$ cat src/rtl/reset_sequencer.sv
// Power/reset sequencer for the VM1 core. Synchronised cold sources drive the DCLO/ACLO
// power sequence, and warm sources drive a timed peripheral init pulse.

module reset_sequencer_sync (
  input  logic clk,
  input  logic reset,
  input  logic d,
  output logic q
);
  logic s0;

  always_ff @(posedge clk) begin
    if (reset) begin
      s0 <= 1'b0;
      q  <= 1'b0;
    end else begin
      s0 <= d;
      q  <= s0;
    end
  end
endmodule

module reset_sequencer #(
  parameter int               N_SRC     = 4,
  parameter logic [N_SRC-1:0] COLD_MASK = 4'b0111,
  parameter int               DCLO_CLK  = 24,
  parameter int               ACLO_CLK  = 240,
  parameter int               LEAD_CLK  = 16,
  parameter int               INIT_CLK  = 8
) (
  input  logic             clk,
  input  logic             reset,
  input  logic [N_SRC-1:0] src,
  input  logic             cause_clr,
  output logic             dclo,
  output logic             aclo,
  output logic             init_out,
  output logic             ready,
  output logic [N_SRC-1:0] cause
);
  localparam int MAX_DA  = (DCLO_CLK > ACLO_CLK) ? DCLO_CLK : ACLO_CLK;
  localparam int MAX_LI  = (LEAD_CLK > INIT_CLK) ? LEAD_CLK : INIT_CLK;
  localparam int MAX_CLK = (MAX_DA > MAX_LI) ? MAX_DA : MAX_LI;
  localparam int CW      = $clog2(MAX_CLK + 1);

  localparam logic [CW-1:0] DCLO_END = CW'(DCLO_CLK - 1);
  localparam logic [CW-1:0] ACLO_END = CW'(ACLO_CLK - 1);
  localparam logic [CW-1:0] LEAD_END = CW'(LEAD_CLK - 1);
  localparam logic [CW-1:0] INIT_END = CW'(INIT_CLK - 1);

  localparam logic [1:0] ST_DCLO = 2'd0;
  localparam logic [1:0] ST_ACLO = 2'd1;
  localparam logic [1:0] ST_RUN  = 2'd2;
  localparam logic [1:0] ST_LEAD = 2'd3;

  logic [N_SRC-1:0] s1;
  logic [N_SRC-1:0] cold_bits, warm_bits;
  logic             cold_req, warm_req;

  logic [1:0]       state, state_d;
  logic [CW-1:0]    cnt, cnt_d;
  logic             dclo_d, aclo_d, init_d, ready_d;
  logic [N_SRC-1:0] cause_d;

  reset_sequencer_sync u_sync [N_SRC-1:0] (
    .clk   (clk),
    .reset (reset),
    .d     (src),
    .q     (s1)
  );

  assign cold_bits = s1 & COLD_MASK;
  assign warm_bits = s1 & ~COLD_MASK;
  assign cold_req  = |cold_bits;
  assign warm_req  = |warm_bits;

  always_comb begin
    state_d = state;
    cnt_d   = cnt;
    dclo_d  = dclo;
    aclo_d  = aclo;
    init_d  = init_out;
    // A set in the same cycle as a clear leaves only the new bits.
    cause_d = cause_clr ? '0 : cause;
    case (state)
      ST_DCLO: begin
        if (cold_req) begin
          cnt_d = '0;
        end else if (cnt == DCLO_END) begin
          state_d = ST_ACLO;
          cnt_d   = '0;
          dclo_d  = 1'b0;
        end else begin
          cnt_d = cnt + CW'(1);
        end
      end
      ST_ACLO: begin
        if (cold_req) begin
          state_d = ST_DCLO;
          cnt_d   = '0;
          dclo_d  = 1'b1;
        end else if (cnt == ACLO_END) begin
          state_d = ST_RUN;
          cnt_d   = '0;
          aclo_d  = 1'b0;
        end else begin
          cnt_d = cnt + CW'(1);
        end
      end
      ST_RUN: begin
        if (cold_req) begin
          state_d = ST_LEAD;
          cnt_d   = '0;
          aclo_d  = 1'b1;
          init_d  = 1'b0;
          cause_d = cause_d | cold_bits;
        end else if (warm_req) begin
          init_d  = 1'b1;
          cnt_d   = '0;
          cause_d = cause_d | warm_bits;
        end else if (init_out) begin
          if (cnt == INIT_END) init_d = 1'b0;
          else                 cnt_d  = cnt + CW'(1);
        end
      end
      default: begin
        // Power-down is committed once the lead starts, even if the request drops.
        if (cnt == LEAD_END) begin
          state_d = ST_DCLO;
          cnt_d   = '0;
          dclo_d  = 1'b1;
        end else begin
          cnt_d = cnt + CW'(1);
        end
      end
    endcase
    ready_d = (state_d == ST_RUN) && !init_d;
  end

  always_ff @(posedge clk) begin
    if (reset) begin
      state    <= ST_DCLO;
      cnt      <= '0;
      dclo     <= 1'b1;
      aclo     <= 1'b1;
      init_out <= 1'b0;
      ready    <= 1'b0;
      cause    <= '0;
    end else begin
      state    <= state_d;
      cnt      <= cnt_d;
      dclo     <= dclo_d;
      aclo     <= aclo_d;
      init_out <= init_d;
      ready    <= ready_d;
      cause    <= cause_d;
    end
  end
endmodule

$ cat config.mk
export PLATFORM = sky130hd
export DESIGN_NAME = reset_sequencer
export DESIGN_NICKNAME = d
export VERILOG_FILES = /design/src/rtl/reset_sequencer.sv
export SDC_FILE = /design/constraint.sdc
export NUM_CORES = 1
export LEC_CHECK = 0
export CAP_MARGIN = 20
export CORE_MARGIN = 1.5
export CORE_UTILIZATION = 40
export CTS_CLUSTER_SIZE = 16
export DETAILED_ROUTE_END_ITERATION = 12
export PLACE_DENSITY = 0.72
export SETUP_SLACK_MARGIN = 0.2
export SLEW_MARGIN = 5
export SYNTH_ARGS = -nofsm -noshare
export SYNTH_HDL_FRONTEND = slang
export SYNTH_SLANG_ARGS = --single-unit
$ cat constraint.sdc
create_clock -name clk -period 2 [get_ports clk]
set_clock_uncertainty 0.1 [all_clocks]
set_input_delay 0.3 -clock clk [delete_from_list [all_inputs] [get_ports clk]]
set_output_delay 0.3 -clock clk [all_outputs]
set_load 0.005 [all_outputs]
* Word level (Yosys, flattened, before mapping)
Index checks and enable logic that the tools add are counted.
W data, S select, Z words.
** Word-level totals
- Bits in latches :: 0
- Flip-flop bits (word level) :: 26
- RAM bits :: 0
- Memories kept :: 0
- Output and inout bits :: 8
- Bits in read-only memories :: 0
- Input port bits :: 7
** Operators by class
- Mux-type cells :: 34
- $lt $le $gt $ge :: 0
- Div/mod/pow operators :: 0
- Reductions and logical operators :: 9
- Bitwise logic cells :: 3
- Multipliers :: 0
- Shift-type cells :: 0
- Equal/unequal tests :: 15
- $add $sub $neg :: 1
** Operator list (count)
- $mux W8 :: 9
- $pmux W8 S3 :: 1
- $mux W4 :: 4
- $mux W2 :: 6
- $ne A2 B2 Y1 const B :: 6
- $mux W1 :: 11
- $add A8 B1 Y8 const B :: 1
- $eq A8 B3 Y1 const B :: 1
- $eq A8 B4 Y1 const B :: 1
- $eq A8 B5 Y1 const B :: 1
- $eq A8 B8 Y1 const B :: 1
- $ne A4 B3 Y1 const B :: 2
- $pmux W2 S3 :: 1
- $reduce_and A5 Y1 :: 1
- $eq A2 B2 Y1 const B :: 2
- $or A4 B3 Y4 :: 1
- $or A4 B4 Y4 :: 1
- $reduce_and A4 Y1 :: 1
- $pmux W1 S3 :: 1
- $reduce_bool A3 Y1 :: 1
- $reduce_or A3 Y1 :: 1
- $eq A2 B1 Y1 const B :: 1
- $logic_not A2 Y1 :: 1
- $pmux W1 S2 :: 1
- 5 further kinds :: 5

* Longest topological paths before layout
- Depth in word-level cells :: 8
- Gate-level depth with buffers :: 7

* Cells and area by module
Synthesis repeated with hierarchy kept, for this count alone.
** Unflattened totals
- Cell total of the unflattened synthesis :: 127
- Area total of the unflattened synthesis :: 1189.9 um^2
** By module, submodules not included
- reset_sequencer :: cells an instance 111, sequential area each 360.3 um^2, times used 1, area an instance 979.7 um^2
- reset_sequencer_sync :: cells an instance 4, sequential area each 40.0 um^2, times used 4, area an instance 52.6 um^2

* Worst setup path after synthesis
Ideal clock, no wire load.
- Kind :: register to register
- Start point :: register cnt[0]
- End point :: register cnt[3]
- Buffers on the path :: 1
- Stages on the path, launching flop included :: 8
- Arrival time :: 1.807 ns
- Path slack :: 0.018 ns
- Period minus slack after synthesis :: 1.982 ns
- Data required time :: 1.826 ns
- Cell sequence :: dfxtp_1 -> ha_1 -> nand3_1 -> o2111ai_1 -> and3_1 -> buf_6 -> or4_1 -> a31oi_1
** Between the ends
- Cells in the longest elaborated chain, start to end :: 6
- Elaborated cells between the ends (all ways) :: 17
- Those cells by class :: 1 x add/sub; 5 x eq/ne; 10 x mux; 1 x reduce/logical
** Ends and longest elaborated chain
- start, declared :: line 61 : logic [CW-1:0] cnt, cnt_d;
- start signal, assigned :: line 151 : cnt <= cnt_d;
- $add A8 B1 Y8
- $mux W8 :: line 122 : if (cnt == INIT_END) init_d = 1'b0;
- $mux W8 :: line 121 : end else if (init_out) begin
- $mux W8 :: line 117 : end else if (warm_req) begin
- $mux W8 :: line 111 : if (cold_req) begin
- $pmux W8 S3 :: line 85 : case (state)
Parallel ways exist; a longest one is shown, timed or not. The select of a mux whose other input is x is not followed.
A chain may end at the register's enable or synchronous reset.

* Worst setup path in the final report
- Start point :: register cnt[4]
- End point :: register dclo
** Between the ends
- Cells in the longest elaborated chain, start to end :: 3
- Elaborated cells between the ends (all ways) :: 5
- Those cells by class :: 3 x eq/ne; 2 x reduce/logical
** Ends and longest elaborated chain
- $eq A8 B5 Y1 / $eq A8 B4 Y1 (equally long branches) :: line 89, 128
- $ne A2 B2 Y1 (no line) / $reduce_bool A3 Y1 (equally long branches)
- $reduce_and A5 Y1 (no line) (*)
- end signal, assigned :: line 152 : dclo <= dclo_d;
- end, declared :: line 35 : output logic dclo,
Mark *: on every way between the ends. The rest lies on a longest branch, timed or not.

==> flow_metrics.env <==
export IMPL_critPathCaptureType="flop"
export IMPL_antenna_found_initial=0
export IMPL_synth_edf_count=0
export IMPL_core_area_mm2=0.00273
export IMPL_worstPathArrival_ns=2.08
export IMPL_multi_input_area_um2=634
export IMPL_die_area_mm2=0.00319
export IMPL_status="finished, final reports clean"
export IMPL_p_per_area_mw_per_mm2=662
export IMPL_setup_viol=0
export IMPL_ioPinCount=15
export IMPL_grt_overflow_total=0
export IMPL_syn_inst=127
export IMPL_grt_start_max_net_pins=16
export IMPL_clock_fmax_ghz=0.515
export IMPL_synth_main_ff_cell="dfxtp_1"
export IMPL_grt_pass1_vias=897
export IMPL_post_route_drc_count=0
export IMPL_postLayoutCoreUtil_pct=54.1
export IMPL_crit_fanout=4
export IMPL_vias=997
export IMPL_cts_sinks=26
export IMPL_nets=158
export IMPL_drt_wirelength_per_cell_um=13.4
export IMPL_finalInstanceArea_mm2=0.00148
export IMPL_die_w_um=56.5
export IMPL_drive_gt1_share_pct=22.1
export IMPL_async_flop_share_pct=0
export IMPL_start_util_pct=41.9
export IMPL_num_fill_cells=247
export IMPL_fin_crit_sh_pct=97.2
export IMPL_synth_area_per_cell_um2=9.01
export IMPL_htreeDepth=1
export IMPL_cts_hold_fix_buffers=0
export IMPL_worst_pin_slew_ns=0.328
export IMPL_post_drt_via_cell_ratio=5.54
export IMPL_drt_wl_total_mm=2.41
export IMPL_first_iter_violations=32
export IMPL_netlist_cell_type_count=33
export IMPL_synth_fp_nets=135
export IMPL_firstDrtPassIters=4
export IMPL_place_area_mm2=0.00136
export IMPL_drv_slew=0
export IMPL_cts_buffers=3
export IMPL_io_buffer_count=14
export IMPL_die_h_um=56.5
export IMPL_clk_pin_slew_worst_paths_ns=0.14
export IMPL_ys_warn_count=0
export IMPL_hold_violations=0
export IMPL_final_common_cell="dfxtp_1"
export IMPL_clock_path_buffers=2
export IMPL_clk_insertion_delay_late_ns=0.33
export IMPL_area_delta_synth_final_pct=29.3
export IMPL_register_area_um2=532
export IMPL_final_antenna_net_count=0
export IMPL_r2r_slack_ns=0.06
export IMPL_slew_headroom_pct=78.1
export IMPL_min_period_ns=1.94
export IMPL_root_buffer="clkbuf_4"
export IMPL_grt_total_usage_pct=16.0
export IMPL_hold_path_class="reg -> reg"
export IMPL_setup_worst_path_start_class="flop"
export IMPL_p_leak_nw=0.512
export IMPL_gp_congestion=0.864
export IMPL_ir_drop_mv=0.496
export IMPL_rows=19
export IMPL_dp_hpwl_mm=1.77
export IMPL_critPathKind="reg -> reg"
export IMPL_rsz0062_at_grt="yes"
export IMPL_ys_seq_elements=26
export IMPL_critPathRequiredTime_ns=2.14
export IMPL_grt_pass1_wl_mm=4.06
export IMPL_tritoncts="done"
export IMPL_ys_seq_area_share_pct=45.5
export IMPL_diodes=0
export IMPL_drv_cap=0
export IMPL_final_cell_mix="19 x dfxtp_1, 14 x clkdlybuf4s50_1, 12 x nor2b_1, 12 x nand2_1, 11 x a21oi_1"
export IMPL_syn_cell_area_mm2=0.00114
[final cells by class]
class / instances / share of cell area (%)
Clock inverter: 1 / 2.03
Clock buffer: 3 / 1.52
Timing Repair Buffer: 24 / 14.5
Sequential cell: 26 / 35.9
Multi-Input combinational cell: 93 / 42.9
Tap cell: 31 / 2.62
Inverter: 2 / 0.507
[report_power, final]
group / internal (mW) / switching [mW] / total, mW
logic: 0.0420 / 0.0302 / 0.0723
clock network: 0.203 / 0.164 / 0.367
registers: 0.529 / 0.0114 / 0.541
total: 0.774 / 0.205 / 0.980
[stage by stage]
step	instances	setup TNS [ns]	power (mW)	hold WS, ns	setup slack [ns]
6_report	180	0	0.980	0.349	0.0569
5_1_grt	180	-0.0397	1.01	0.362	-0.0246
4_1_cts	180	0	0.985	0.352	0.0696
3_5_place_dp	173	0	0.613	0.329	0.00545
3_3_place_gp	173	0	0.611	0.318	0.0710
2_1_floorplan	127	0	0.589	0.272	0.115
[Yosys cell counts (2+ instances only)]
cell	n	area share, %
or4_1	4	2.6
nor2b_1	12	6.6
or3_1	2	1.1
nor4b_1	2	1.5
clkbuf_1	4	1.3
buf_6	2	2.0
inv_1	2	0.66
nand3b_1	4	2.6
dfxtp_1	26	45
a31oi_1	3	1.6
nor3_1	8	3.5
nand2_1	12	3.9
nor4_1	2	1.1
nand3_1	4	1.7
a21oi_1	11	4.8
nand2b_1	2	1.1
o21ai_0	2	0.87
nor2_1	8	2.6
xnor2_1	3	2.3
[path summary, 6_finish.rpt]
check,start,endpoint,cells past startpoint
worst max-delay path,cnt[4]$_SDFFE_PP0P_,dclo$_SDFFE_PP1P_,5
worst min-delay path,u_sync[2].s0$_SDFF_PP0_,u_sync[2].q$_SDFF_PP0_,1
worst max register to register,cnt[4]$_SDFFE_PP0P_,dclo$_SDFFE_PP1P_,5
worst min register to register,u_sync[2].s0$_SDFF_PP0_,u_sync[2].q$_SDFF_PP0_,1
[critical path, cell delays in order, from the launching register on]
cell and delay, ns:
dfxtp_4 0.38, or4_4 0.54, o31a_1 0.27, a31oi_1 0.20
nand2_1 0.07, a221o_1 0.28
[state kept, by name (all words and copies together) (netlist names)]
signal     flops
dclo           1
state          2
aclo           1
cnt            8
ready          1
u_sync.s0      4
init_out       1
cause          4
u_sync.q       4
[layer usage]
layer	share of wire (%)	GRT usage, %	vias up	wire length (µm)
met1	44	19.4	463	1050
met2	51	28.4	29	1240
met4	1.3	5.78	0	31
met3	3.7	2.30	2	90
li1	-	-	503	-
met5	0	0	-	0
[logic make-up (layout without fill, tap and decap cells)]
group	after synthesis	after routing	synth area share, %
compound gates	24	24	15.1
buf+inv	8	30	3.93
flops	26	26	45.5
xor+xnor	3	3	2.30
mux	1	1	0.984
simple gates	64	64	31.1
fa+ha+maj	1	1	1.09
[timing repair]
| item | CTS | global route |
|---|---|---|
| cloned | 0 | 0 |
| gates resized for setup | 13 | 2 |
| setup endpoints to repair | 10 | 10 |
| pin swaps | 4 | 0 |
| setup buffers | 3 | 0 |
Note: power is estimated with default switching activity, not from simulation.
